[src/rtl/permute_gather_pipe.sv]
`default_nettype none
// ============================================================================
// Module   : permute_gather_pipe
// Purpose  : Two-stage valid/ready lane gather, out[k] = in[dest[k]], with
//            out-of-range masking and sticky map-error reporting.
//            Optional bijection check enabled by PERMUTE_GATHER_DUPCHK_EN.
// Revision : 1.0 - initial release
// ============================================================================
module permute_gather_pipe #(
  parameter int N    = 4,
  parameter int W    = 8,
  parameter int SELW = 3
) (
  input  logic                clk,
  input  logic                rst_n,
  input  logic                in_valid,
  output logic                in_ready,
  input  logic [N*W-1:0]      in_bus,
  input  logic [N*SELW-1:0]   dest_bus,
  output logic                out_valid,
  input  logic                out_ready,
  output logic [N*W-1:0]      out_bus,
  output logic [N-1:0]        oob_mask,
  output logic                map_err,
`ifdef PERMUTE_GATHER_DUPCHK_EN
  output logic                dup_err,
`endif
  input  logic                clr_err
);

  localparam logic [SELW:0] c_n_ext = (SELW+1)'(N);

  logic              r_s1_valid;
  logic [N*W-1:0]    r_s1_data;
  logic [N*SELW-1:0] r_s1_dest;
  logic              r_s2_valid;
  logic [N*W-1:0]    r_out_bus;
  logic [N-1:0]      r_oob_mask;
  logic              r_map_err;

  logic              w_s2_adv;
  logic              w_s1_adv;
  logic              w_accept;
  logic              w_bad;
  logic [N*W-1:0]    w_gather;
  logic [N-1:0]      w_oob;

  assign w_s2_adv = ~r_s2_valid | out_ready;
  assign w_s1_adv = r_s1_valid & w_s2_adv;
  assign in_ready = ~r_s1_valid | w_s2_adv;
  assign w_accept = in_valid & in_ready;

  // Entries compare one bit wider so a full-range SELW code never aliases into range.
  always_comb begin : p_gather
    w_gather = '0;
    w_oob    = '0;
    for (int k = 0; k < N; k++) begin
      if ({1'b0, r_s1_dest[k*SELW +: SELW]} >= c_n_ext) begin
        w_oob[k] = 1'b1;
      end else begin
        for (int j = 0; j < N; j++) begin
          if ({1'b0, r_s1_dest[k*SELW +: SELW]} == (SELW+1)'(j)) begin
            w_gather[k*W +: W] = r_s1_data[j*W +: W];
          end
        end
      end
    end
  end

`ifdef PERMUTE_GATHER_DUPCHK_EN
  localparam int              c_cw  = $clog2(N + 1);
  localparam logic [c_cw-1:0] c_one = c_cw'(1);

  logic w_dup;
  logic r_dup_err;

  // Every lane must be named by exactly one in-range entry.
  always_comb begin : p_dupchk
    logic [c_cw-1:0] cnt;
    w_dup = 1'b0;
    cnt   = '0;
    for (int i = 0; i < N; i++) begin
      cnt = '0;
      for (int k = 0; k < N; k++) begin
        if ({1'b0, r_s1_dest[k*SELW +: SELW]} == (SELW+1)'(i)) begin
          cnt = cnt + c_one;
        end
      end
      if (cnt != c_one) begin
        w_dup = 1'b1;
      end
    end
  end

  assign w_bad   = (|w_oob) | w_dup;
  assign dup_err = r_dup_err;

  always_ff @(posedge clk or negedge rst_n) begin
    if (!rst_n) begin
      r_dup_err <= 1'b0;
    end else if (w_s1_adv) begin
      r_dup_err <= w_dup;
    end
  end
`else
  assign w_bad = |w_oob;
`endif

  always_ff @(posedge clk or negedge rst_n) begin
    if (!rst_n) begin
      r_s1_valid <= 1'b0;
      r_s1_data  <= '0;
      r_s1_dest  <= '0;
    end else if (w_accept) begin
      r_s1_valid <= 1'b1;
      r_s1_data  <= in_bus;
      r_s1_dest  <= dest_bus;
    end else if (w_s1_adv) begin
      r_s1_valid <= 1'b0;
    end
  end

  always_ff @(posedge clk or negedge rst_n) begin
    if (!rst_n) begin
      r_s2_valid <= 1'b0;
      r_out_bus  <= '0;
      r_oob_mask <= '0;
    end else if (w_s2_adv) begin
      r_s2_valid <= r_s1_valid;
      if (r_s1_valid) begin
        r_out_bus  <= w_gather;
        r_oob_mask <= w_oob;
      end
    end
  end

  // A frame landing in S2 with a bad map takes priority over a same-cycle clear.
  always_ff @(posedge clk or negedge rst_n) begin
    if (!rst_n) begin
      r_map_err <= 1'b0;
    end else if (w_s1_adv && w_bad) begin
      r_map_err <= 1'b1;
    end else if (clr_err) begin
      r_map_err <= 1'b0;
    end
  end

  assign out_valid = r_s2_valid;
  assign out_bus   = r_out_bus;
  assign oob_mask  = r_oob_mask;
  assign map_err   = r_map_err;

endmodule
`default_nettype wire

[config.mk]
export PLATFORM = sky130hd
export DESIGN_NAME = permute_gather_pipe
export DESIGN_NICKNAME = d
export VERILOG_FILES = /design/src/rtl/permute_gather_pipe.sv
export SDC_FILE = /design/constraint.sdc
export NUM_CORES = 1
export LEC_CHECK = 0
export BUFFER_PORTS_ARGS = -buffer_cell sky130_fd_sc_hd__buf_4
export CELL_PAD_IN_SITES_DETAIL_PLACEMENT = 2
export CELL_PAD_IN_SITES_GLOBAL_PLACEMENT = 2
export CORE_MARGIN = 4
export CORE_UTILIZATION = 35
export CTS_CLUSTER_DIAMETER = 120
export DETAILED_ROUTE_END_ITERATION = 12
export GPL_ROUTABILITY_DRIVEN = 0
export PLACE_DENSITY_LB_ADDON = 0.1
export SYNTH_ARGS = -nofsm -noshare
export SYNTH_HDL_FRONTEND = slang
export SYNTH_SLANG_ARGS = --single-unit
[constraint.sdc]
create_clock -name clk -period 1.5 [get_ports clk]
set_clock_uncertainty 0.05 [all_clocks]
set_input_delay 0.3 -clock clk [delete_from_list [all_inputs] [get_ports clk]]
set_output_delay 0.3 -clock clk [all_outputs]
set_load 0.005 [all_outputs]
== Yosys cells after proc, flatten, opt, wreduce, memory -nomap -nowiden ==
Cells that the tools add are included.

* Order comparisons: 4
* Equal/unequal tests: 12
* Muxes and demuxes: 28
* Bitwise logic cells: 6
* Reduce and logical (&&, ||, !) cells: 9

{| class="wikitable"
|+ Operators by type and width
! cell !! count
|-
| 8-bit 2-to-1 mux || 20
|-
| 3-bit by 2-bit == test with 1-bit output, second input constant || 8
|-
| 3-bit by 1-bit == test with 1-bit output, second input constant || 4
|-
| 3-bit >= comparator, second input constant || 4
|-
| 3-bit logical NOT || 4
|-
| 1-bit 2-to-1 mux || 8
|-
| 2-bit nonzero test || 2
|-
| 4-bit OR reduction || 1
|-
| 1-bit AND || 2
|-
| 1-bit NOT || 2
|-
| 1-bit bitwise OR || 2
|-
| 2-bit AND reduction || 1
|-
| 1-bit logical AND || 1
|}

* Bits in registers: 83
* Input port bits: 49
* Output and inout bits: 39
* Logic and storage cells: 66

== Logic depth before layout (Yosys ltp) ==
Gate-level depths: netlist (run 1).

* Word-level depth: 6
* Depth in mapped cells: 5
* Mapped depth without buffers: 3

== Worst setup path before layout (run 1) ==
No wires, ideal clock.

* Kind: input -> register
* From: input port out_ready
* To: register r_s1_data[24]
* Library setup time: 125 ps
* Data arrival time: 1158 ps
* Setup slack: 167 ps
* Stages: 4
* Path buffers: 1
* Path through: nand3b_2 -> nand2_4 -> buf_6 -> mux2_2

* Cells in the longest elaborated chain, start to end: 3

{| class="wikitable"
|+ RTL lines
! what !! line !! text
|-
| start: declaration || 21 || <nowiki>input logic out_ready,</nowiki>
|-
| 1-bit bitwise OR || 48 || <nowiki>assign w_s2_adv = ~r_s2_valid | out_ready;</nowiki>
|-
| 1-bit bitwise OR || 50 || <nowiki>assign in_ready = ~r_s1_valid | w_s2_adv;</nowiki>
|-
| 1-bit AND || 51 || <nowiki>assign w_accept = in_valid & in_ready;</nowiki>
|-
| end signal: assignment || 116 || <nowiki>r_s1_data <= in_bus;</nowiki>
|-
| end: declaration || 34 || <nowiki>logic [N*W-1:0] r_s1_data;</nowiki>
|}

Every way passes these cells.
A chain may end at the register's enable or synchronous reset.

== Worst setup path in the final report (run 1) ==
* From: register r_s1_dest[9]
* To: register r_out_bus[24] (netlist: out_bus[24])

* Cells in the longest elaborated chain, start to end: 6
* Elaborated cells on any way between the ends: 10

{| class="wikitable"
|+ RTL lines
! what !! line !! text
|-
| start: declaration || 35 || <nowiki>logic [N*SELW-1:0] r_s1_dest;</nowiki>
|-
| start signal: assignment || 117 || <nowiki>r_s1_dest <= dest_bus;</nowiki>
|-
| 3-bit logical NOT || 62 || <nowiki>if ({1'b0, r_s1_dest[k*SELW +: SELW]} == (SELW+1)'(j)) begin</nowiki>
|-
| 8-bit 2-to-1 mux (4 in series) || 62 ||
|-
| 8-bit 2-to-1 mux * || 58 || <nowiki>if ({1'b0, r_s1_dest[k*SELW +: SELW]} >= c_n_ext) begin</nowiki>
|-
| end signal: assignment || 131 || <nowiki>r_out_bus <= w_gather;</nowiki>
|-
| end: declaration || 37 || <nowiki>logic [N*W-1:0] r_out_bus;</nowiki>
|}

Mark *: on every way between the ends. The rest lies on a longest branch, timed or not.

==> key figures, run 1 <==
Power and ir drop
  – Share of power burned in registers: 43.3%
  – Pint: 4970 µW
  – Power Density: 1350 mW/mm²
  – Lkg Pwr: 0.00229 µW
  – VDD IR-drop max: 0.000532 V
  – Clock network fraction of total power: 27.5%
  – Final Power: 7170 µW
  – Sw frac: 30.7%
  – Comb pwr share: 29.2%
  – Switch Pwr: 2210 µW

Synthesis
  – Post-synthesis area per instance: 13.1 µm²
  – Cells after Synth: 306
  – Sequential area share after synthesis: 51.9%
  – Main synth FF type: dfrtp_1
  – Number of library cell types mapped by synthesis: 29
  – Synth top cells by count: dfrtp_1 (83), mux2_2 (32), o21ai_0 (30)
  – Synth top area share: 51.9%
  – Synth area leaders: dfrtp_1 (52%), mux2_2 (9.0%), mux4_2 (6.2%), o221ai_1 (4.4%), a211oi_1 (3.8%)
  – Cell taking the most area after synthesis: dfrtp_1
  – Ys async rst share: 100%
  – Post-synth EDFFs: 0
  – Most instantiated library cell after synthesis: dfrtp_1
  – Net Count, Synth: 355
  – Netlist area before placement: 0.00400 mm²
  – Yosys warnings: 0
  – Register bit total from synthesis: 83

Worst setup path
  – Worst EP arrival: 1650 ps
  – Largest fanout on the critical path: 6
  – Slowest stage cell, crit path: mux4_2
  – CP required: 1680 ps
  – CP cell instances: buf_12 > mux4_2 > a22o_1
  – Top delay family on crit path: multiplexers
  – WP buf/inv: 1
  – Largest stage delay, worst path: 560 ps
  – Setup crit end kind: flop
  – CP Launch Type: flop
  – Crit Path Category: flop to flop

Cells and area
  – Antenna Cells: 0
  – Area Overhead vs Synth: 32.3%
  – Finished Layout Cells: 558
  – Multi-input logic area: 0.00178 mm²
  – Final Instance Area: 0.00529 mm²
  – Final net count: 465
  – Sequential cell area: 0.00208 mm²
  – Ratio of cells with drive above 1 in the final layout: 44.3%
  – Final Util: 48.0%
  – Fill cells: 1112

Timing
  – Fin. Hold Viols: 0
  – Fin crit share: 98.4%
  – Fin crit period: 1480 ps
  – Fin. max-slew vios: 0
  – Final worst setup slack: 24.5 ps
  – Fmax: 678 MHz
  – Slew headroom: 69.0%
  – Tightest Pin Transition: 465 ps
  – Final setup fails: 0

Flow run
  – Max_cap viols: 0

Placed design
  – Setup WS pre-CTS: -35.0 ps
  – Post-placement cell count: 540
  – Placed Area: 0.00496 mm²
  – I/O Buffers: 87
  – Detailed Place HPWL: 9.40 mm

Routing
  – Vias per inst: 5.68
  – Routed WL: 13.1 mm
  – Final ANT Viol Nets: 0
  – Routed len/inst: 23.5 µm
  – Pre-Repair DR Iteration Count: 4
  – DRC marker count from the first detailed-route iteration: 173
  – Via count: 3170
  – # DRC: 0

Global routing
  – Largest net degree at the start of global routing: 84
  – First-pass GRT wire length: 20.6 mm
  – GRT Total Usage: 20.8%
  – Grt ovf: 0
  – Initial antenna violation count: 0
  – Number of global-route vias before repair: 3430

Floorplanning
  – Die height: 115 µm
  – Row cnt: 38
  – Placeable Area: 0.0110 mm²
  – Initial Util: 36.3%
  – Die area: 0.0132 mm²
  – I/O pins: 88
  – Die X: 115 µm

Clock network
  – CTS tree: yes
  – H-tree Lvls: 3
  – Clk_lat worst skew: 340 ps
  – Clk root buf: clkbuf_16
  – Clock transition at path regs: 60 ps
  – Sink Count: 83
  – Clk buf depth: 2
  – Num CTS Buffers: 9

Hold path
  – Type of the most critical hold path: primary input to flop

Run status
  – Status: complete, no violations
==> power by group through the flow <==
stage,Combinational [µW],Sequential [µW],Clock (µW)
after floorplan,1040,2990,0
after global placement,1980,3110,0
after detailed placement,2040,3140,0
after CTS,2090,3100,2020
after global routing,2270,3170,2110
final,2100,3110,1970
==> placed cells by master (no fill, tap or decap), drive strengths merged, types with 10 or more instances in the layout <==
| master | instances |
|---|---|
| mux2 | 45 |
| dfrtp | 83 |
| nor2b | 21 |
| o31ai | 20 |
| a22o | 10 |
| clkbuf | 13 |
| mux4 | 12 |
| o21ai | 30 |
| buf | 120 |
| o221ai | 20 |
| a211oi | 20 |
==> cell families after synthesis <==
| group | count (synthesis) | synth area share [%] |
|---|---|---|
| AOI/OAI and AO/OA | 101 | 18.0 |
| DFF | 83 | 51.9 |
| muxes | 57 | 19.5 |
| and+or+nand+nor | 38 | 6.41 |
| buffers and inverters | 27 | 4.16 |
==> area by class of cell <==
cell class	count	share of cell area, %
clock buffer	13	4.73
inverter	5	0.402
multi-input combinational	196	33.6
sequential	83	39.3
tap	140	3.31
timing repair buffer	121	18.7
==> what timing repair did <==
| item | CTS | global route |
|---|---|---|
| gates cloned | 0 | 0 |
| hold endpoints to repair | 83 | 0 |
| setup endpoints to repair | 4 | 23 |
| setup buffers | 3 | 2 |
| hold buffers | 1 | 0 |
| gates resized for setup | 1 | 9 |
| pin swaps | 3 | 2 |
==> flip-flops by register name (all words and copies together), names as in the netlist <==
register and cells:
map_err 1, r_s1_dest 12, r_s1_valid 1, oob_mask 4, out_valid 1, r_s1_data 32, out_bus 32
==> layer usage <==
metal	routed length, µm	vias to the layer above	GRT usage [%]
met5	0	-	0
met4	210	0	7.67
met3	615	14	3.21
met2	6130	99	31.0
met1	6170	1648	30.6
li1	-	1409	-
==> path summary, 6_finish.rpt <==
check | start | end | slack [ps] | depth (start not counted)
worst max-delay path | r_s1_dest[9]$_DFFE_PN0P_ | out_bus[24]$_DFFE_PN0P_ | 20 | 3
worst min-delay path | dest_bus[8] | r_s1_dest[8]$_DFFE_PN0P_ | 120 | 2
worst max register to register | r_s1_dest[9]$_DFFE_PN0P_ | out_bus[24]$_DFFE_PN0P_ | 20 | 3
worst min register to register | out_bus[15]$_DFFE_PN0P_ | out_bus[15]$_DFFE_PN0P_ | 460 | 2
max in group asynchronous | rst_n | r_s1_dest[9]$_DFFE_PN0P_ | 530 | 3
min in group asynchronous | rst_n | out_bus[15]$_DFFE_PN0P_ | 490 | 3
==> through the flow <==
step | TNS [ps] | hold slack [ps]
finish | 0 | 120
global route | -23.8 | 121
CTS | -15.6 | 112
detailed placement | -750 | 320
global placement | -106 | 326
floorplan | 0 | -45.6
Note: power is estimated with default switching activity, not from simulation.
==> run 2: changes to the inputs <==
==> constraint.sdc (replaced) <==
create_clock -name clk -period 1.4 [get_ports clk]
set_clock_uncertainty 0.05 [all_clocks]
set_input_delay 0.28 -clock clk [delete_from_list [all_inputs] [get_ports clk]]
set_output_delay 0.28 -clock clk [all_outputs]
set_load 0.005 [all_outputs]
==> key figures, run 2 (synthesis gave the netlist of run 1 again) <==
Routing
  – Vias per inst: 5.74
  – Final ANT Viol Nets: 0
  – Routed len/inst: 24.8 µm
  – Via count: 3329
  – Pre-Repair DR Iteration Count: 4
  – # DRC: 0
  – Routed WL: 14.4 mm
  – DRC marker count from the first detailed-route iteration: 176

Floorplanning
  – I/O pins: 88
  – Die X: 115 µm
  – Die height: 115 µm
  – Die area: 0.0132 mm²
  – Row cnt: 38
  – Placeable Area: 0.0110 mm²
  – Initial Util: 36.3%

Power and ir drop
  – Share of power burned in registers: 40.9%
  – Power Density: 1470 mW/mm²
  – Comb pwr share: 30.1%
  – Clock network fraction of total power: 29.0%
  – VDD IR-drop max: 0.000601 V
  – Lkg Pwr: 0.00243 µW
  – Pint: 5650 µW
  – Final Power: 8170 µW
  – Sw frac: 30.8%
  – Switch Pwr: 2520 µW

Flow run
  – Max_cap viols: 0

Global routing
  – GRT Total Usage: 22.7%
  – Largest net degree at the start of global routing: 34
  – Grt ovf: 0
  – Global Route met1 Usage: 32.1%
  – Met3 Track Usage GR: 4.95%
  – Met2 Usage GRT: 35.5%
  – Number of global-route vias before repair: 3700
  – Most used routing layer in global routing: met2
  – First-pass GRT wire length: 22.5 mm
  – Initial antenna violation count: 0

Cells and area
  – Final Instance Area: 0.00555 mm²
  – Area Overhead vs Synth: 38.8%
  – Final net count: 484
  – Antenna Cells: 0
  – Commonest non-fill, non-tap cell in the layout: buf_4
  – Finished Layout Cells: 580
  – Most frequent cells in the layout: buf_4 (127), dfrtp_1 (75), mux2_2 (32)
  – Ratio of cells with drive above 1 in the final layout: 49.3%

Worst setup path
  – CP Launch Type: flop
  – Largest stage delay, worst path: 410 ps
  – Most used cell, CP: buf_6
  – WP buf/inv: 2
  – Top delay family on crit path: flip-flops
  – Setup crit end kind: output port
  – Worst EP arrival: 1110 ps
  – CP required: 1070 ps
  – Crit Path Category: flop to output port
  – CP cell instances: nand3b_4 > buf_6 > buf_6
  – Largest fanout on the critical path: 2
  – RR Startpoint: r_s1_dest[8]$_DFFE_PN0P_
  – Slowest stage cell, crit path: dfrtp_1
  – CP startpoint: r_s1_valid$_DFFE_PN0P_

Timing
  – Final worst setup slack: -37.2 ps
  – RSZ-0062 raised after global routing: yes
  – Final setup fails: 12
  – Fin crit period: 1440 ps
  – Fin. max-slew vios: 0
  – Tightest Pin Transition: 413 ps
  – Fmax: 696 MHz
  – Fin. Hold Viols: 0
  – Slew headroom: 72.3%
  – Fin crit share: 103%

Placed design
  – Placed Area: 0.00511 mm²
  – I/O Buffers: 87
  – Detailed Place HPWL: 10.5 mm
  – Post-placement cell count: 558

Run status
  – Failing checks: negative setup slack
  – Status: complete, but fails checks

Hold path
  – Hold path startpoint: clr_err
  – Type of the most critical hold path: primary input to flop

Clock network
  – Clk buf depth: 2
  – H-tree Lvls: 3
  – Sink Count: 83
  – Num CTS Buffers: 9
  – Clock transition at path regs: 60 ps
  – Clk root buf: clkbuf_16
  – Clk_lat worst skew: 340 ps
  – CTS tree: yes
run 2: changes by cell type in the layout (fill, tap and decap cells not counted), sizes merged:
cell and change:
buf +18, bufinv +1, clkbuf +2, clkinv +1
run 2: final timing paths:
kind	to	slack (ps)	cells past startpoint
worst max-delay path	in_ready	-40	3
worst min-delay path	map_err$_DFFE_PN0P_	80	2
worst max register to register	out_bus[19]$_DFFE_PN0P_	-30	3
worst min register to register	out_bus[3]$_DFFE_PN0P_	470	2
max in group asynchronous	r_s1_dest[9]$_DFFE_PN0P_	450	3
min in group asynchronous	oob_mask[1]$_DFFE_PN0P_	330	2
run 2: area by class of cell:
class	instances	area [µm²]
Sequential cell	83	2090
Inverter	5	21.3
Clock inverter	2	35.0
Multi-Input combinational cell	196	1810
Fill cell	1115	5480
Clock buffer	14	254
Tap cell	140	175
Timing Repair Buffer	140	1170
run 2: power by group through the flow:
stage	clock network [µW]	registers, µW	logic, µW
detailed placement	0	3350	2330
floorplan	0	3200	1110
global route	2550	3400	2660
CTS	2410	3320	2400
global placement	0	3310	2230
finish	2370	3340	2460
run 2: repair_timing:
item	4_1_cts	5_1_grt
hold buffers	1	0
cloned	0	1
setup buffers	2	2
endpoints found under the hold margin	21	0
setup endpoints to repair	33	76
resized for setup	13	19
pin swaps	9	7
run 2: per-stage QoR:
step | util [%] | hold slack, ps | TNS [ps] | setup WS [ps]
floorplan | - | -65.6 | 0 | 77.9
global placement | 46.3 | 151 | -2930 | -82.7
detailed placement | 46.3 | 159 | -4290 | -113
CTS | 49.7 | 72.1 | -223 | -57.0
global route | 50.4 | 77.6 | -1840 | -80.6
finish | 50.4 | 80.4 | -151 | -37.2
run 2: worst register-to-register path: cells and delay by family, from the launching register on:
kind | cells | cell delay (ps)
AO/OA/AOI/OAI | 2 | 550
flip-flops | 1 | 430
buffers and inverters | 1 | 260
run 2: metal layers:
layer | routed length, µm | share of wire, % | vias to the layer above
met4 | 137 | 0.95 | 0
met5 | 0 | 0 | -
met3 | 1070 | 7.5 | 11
li1 | - | - | 1452
met1 | 6230 | 43 | 1737
met2 | 6940 | 48 | 129
==> run 3: changes to the inputs <==
--- a/config.mk
+++ b/config.mk
@@ -5,11 +5,12 @@
 export SDC_FILE = /design/constraint.sdc
 export NUM_CORES = 1
 export LEC_CHECK = 0
+export ABC_AREA = 1
 export BUFFER_PORTS_ARGS = -buffer_cell sky130_fd_sc_hd__buf_4
 export CELL_PAD_IN_SITES_DETAIL_PLACEMENT = 2
 export CELL_PAD_IN_SITES_GLOBAL_PLACEMENT = 2
 export CORE_MARGIN = 4
-export CORE_UTILIZATION = 35
+export CORE_UTILIZATION = 31
 export CTS_CLUSTER_DIAMETER = 120
 export DETAILED_ROUTE_END_ITERATION = 12
 export GPL_ROUTABILITY_DRIVEN = 0
==> key figures, run 3 <==
Global routing
  – Largest net degree at the start of global routing: 84
  – Met2 Usage GRT: 36.3%
  – Met3 Track Usage GR: 3.05%
  – Initial antenna violation count: 0
  – Grt ovf: 0
  – GRT Total Usage: 22.9%
  – First-pass GRT wire length: 29.0 mm
  – Number of global-route vias before repair: 4880
  – Most used routing layer in global routing: met2
  – Global Route met1 Usage: 33.0%

Timing
  – Final setup TNS: 0 ps
  – Fmax: 719 MHz
  – Fin crit period: 1390 ps
  – Final setup fails: 0
  – Slew headroom: 68.7%
  – RSZ-0062 raised after global routing: yes
  – Fin. Hold Viols: 0
  – Fin crit share: 99.4%
  – Hold Slack: 53.5 ps
  – Tightest Pin Transition: 470 ps
  – Fin. max-slew vios: 0
  – Final worst setup slack: 8.95 ps

Clock network
  – CTS tree: yes
  – Clk buf depth: 2
  – H-tree Lvls: 3
  – Clock transition at path regs: 70 ps
  – Clk_lat worst skew: 350 ps
  – Sink Count: 83
  – Clk root buf: clkbuf_16
  – Num CTS Buffers: 9

Floorplanning
  – Die area: 0.0167 mm²
  – Placeable Area: 0.0145 mm²
  – I/O pins: 88
  – Die height: 129 µm
  – Die X: 129 µm
  – Initial Util: 31.5%
  – Row cnt: 44

Synthesis
  – Net Count, Synth: 675
  – Cell taking the most area after synthesis: dfrtp_1
  – Main synth FF type: dfrtp_1
  – Sequential area share after synthesis: 45.5%
  – Cells after Synth: 626
  – Most instantiated library cell after synthesis: nand2_1
  – Synth top cells by count: nand2_1 (221), dfrtp_1 (83), nand3_1 (83)
  – Number of library cell types mapped by synthesis: 22
  – Yosys warnings: 0
  – Post-synthesis area per instance: 7.29 µm²
  – Netlist area before placement: 0.00456 mm²
  – Synth area leaders: dfrtp_1 (46%), nand2_1 (18%), nand3_1 (9.1%), nor2_1 (6.6%), nand4_1 (4.4%)
  – Synth top area share: 45.5%
  – Ys async rst share: 100%
  – Post-synth EDFFs: 0
  – Register bit total from synthesis: 83

Routing
  – Routed len/inst: 21.7 µm
  – DRC marker count from the first detailed-route iteration: 252
  – # DRC: 0
  – Routed WL: 19.8 mm
  – Pre-Repair DR Iteration Count: 5
  – Final ANT Viol Nets: 0
  – Via count: 4825
  – Vias per inst: 5.29

Cells and area
  – Sequential cell area: 0.00208 mm²
  – Area Overhead vs Synth: 32.5%
  – Most frequent cells in the layout: nand2_1 (218), buf_4 (115), nor2_1 (79), nand3_1 (79), dfrtp_1 (78)
  – Final net count: 772
  – Commonest non-fill, non-tap cell in the layout: nand2_1
  – Multi-input logic area: 0.00224 mm²
  – Ratio of cells with drive above 1 in the final layout: 24.7%
  – Antenna Cells: 0
  – Final Instance Area: 0.00605 mm²
  – Finished Layout Cells: 912
  – Fill cells: 1694

Flow run
  – Max_cap viols: 0

Hold path
  – Type of the most critical hold path: primary input to flop

Worst setup path
  – Setup crit end kind: output port
  – Worst EP arrival: 1060 ps
  – Largest fanout on the critical path: 3
  – Crit Path Category: flop to output port
  – CP required: 1070 ps
  – CP Launch Type: flop
  – Setup slack, reg-to-reg: 40 ps

Placed design
  – I/O Buffers: 87
  – Post-placement cell count: 883
  – Placed Area: 0.00546 mm²
  – Setup WS pre-CTS: 1.45 ps
  – Detailed Place HPWL: 13.7 mm

Power and ir drop
  – Power Density: 1370 mW/mm²
  – Lkg Pwr: 0.00329 µW
  – VDD IR-drop max: 0.000539 V

Run status
  – Status: complete, no violations
-- run 3: critical path: stages, from the launching register on --
cell,delay (ps)
dfrtp_1,380
nand3_2,100
buf_6,130
buf_6,100
-- run 3: path summary, 6_finish.rpt --
kind	cells after the start	to	startpoint
worst max-delay path	3	in_ready	out_valid$_DFFE_PN0P_
worst min-delay path	2	map_err$_DFFE_PN0P_	clr_err
worst max register to register	7	out_bus[19]$_DFFE_PN0P_	r_s1_dest[7]$_DFFE_PN0P_
worst min register to register	2	out_bus[31]$_DFFE_PN0P_	out_bus[31]$_DFFE_PN0P_
max in group asynchronous	3	r_s1_dest[5]$_DFFE_PN0P_	rst_n
min in group asynchronous	3	out_valid$_DFFE_PN0P_	rst_n
-- run 3: power breakdown --
group / leakage (µW) / switching, µW / internal [µW]
logic: 0.00211 / 1400 / 965
clock network: 0.000147 / 1030 / 1560
registers: 0.00103 / 531 / 2790
-- run 3: layer usage --
metal / routed length, µm / up-vias
li1: - / 2257
met1: 9340 / 2433
met2: 9410 / 116
met3: 733 / 19
met4: 287 / 0
met5: 0 / -
-- run 3: final cells by class --
cell class | count | share of cell area, %
multi-input combinational | 482 | 37.1
sequential | 83 | 34.5
timing repair buffer | 128 | 17.7
tap | 184 | 3.81
clock buffer | 9 | 3.73
inverter | 19 | 1.68
clock inverter | 7 | 1.53
-- run 3: cells by family after synthesis --
| family | share of synthesized area (%) |
|---|---|
| compound gates | 7.08 |
| buf+inv | 7.21 |
| flops | 45.5 |
| simple gates | 40.2 |
-- run 3: metrics by stage --
| stage | util [%] | power (µW) |
|---|---|---|
| floorplan | - | 4310 |
| global placement | 37.7 | 5390 |
| finish | 41.8 | 8270 |
| detailed placement | 37.7 | 5490 |
| global route | 41.8 | 8710 |
| CTS | 40.2 | 8140 |
-- run 3: repair_timing --
action                                  in CTS  in global routing
hold buffers                                 1                  0
resized for setup                            7                 30
endpoints found under the setup margin       4                 46
gates cloned                                 0                  3
endpoints found under the hold margin       83                  0
pin swaps                                    1                  2
setup buffers                                1                  8
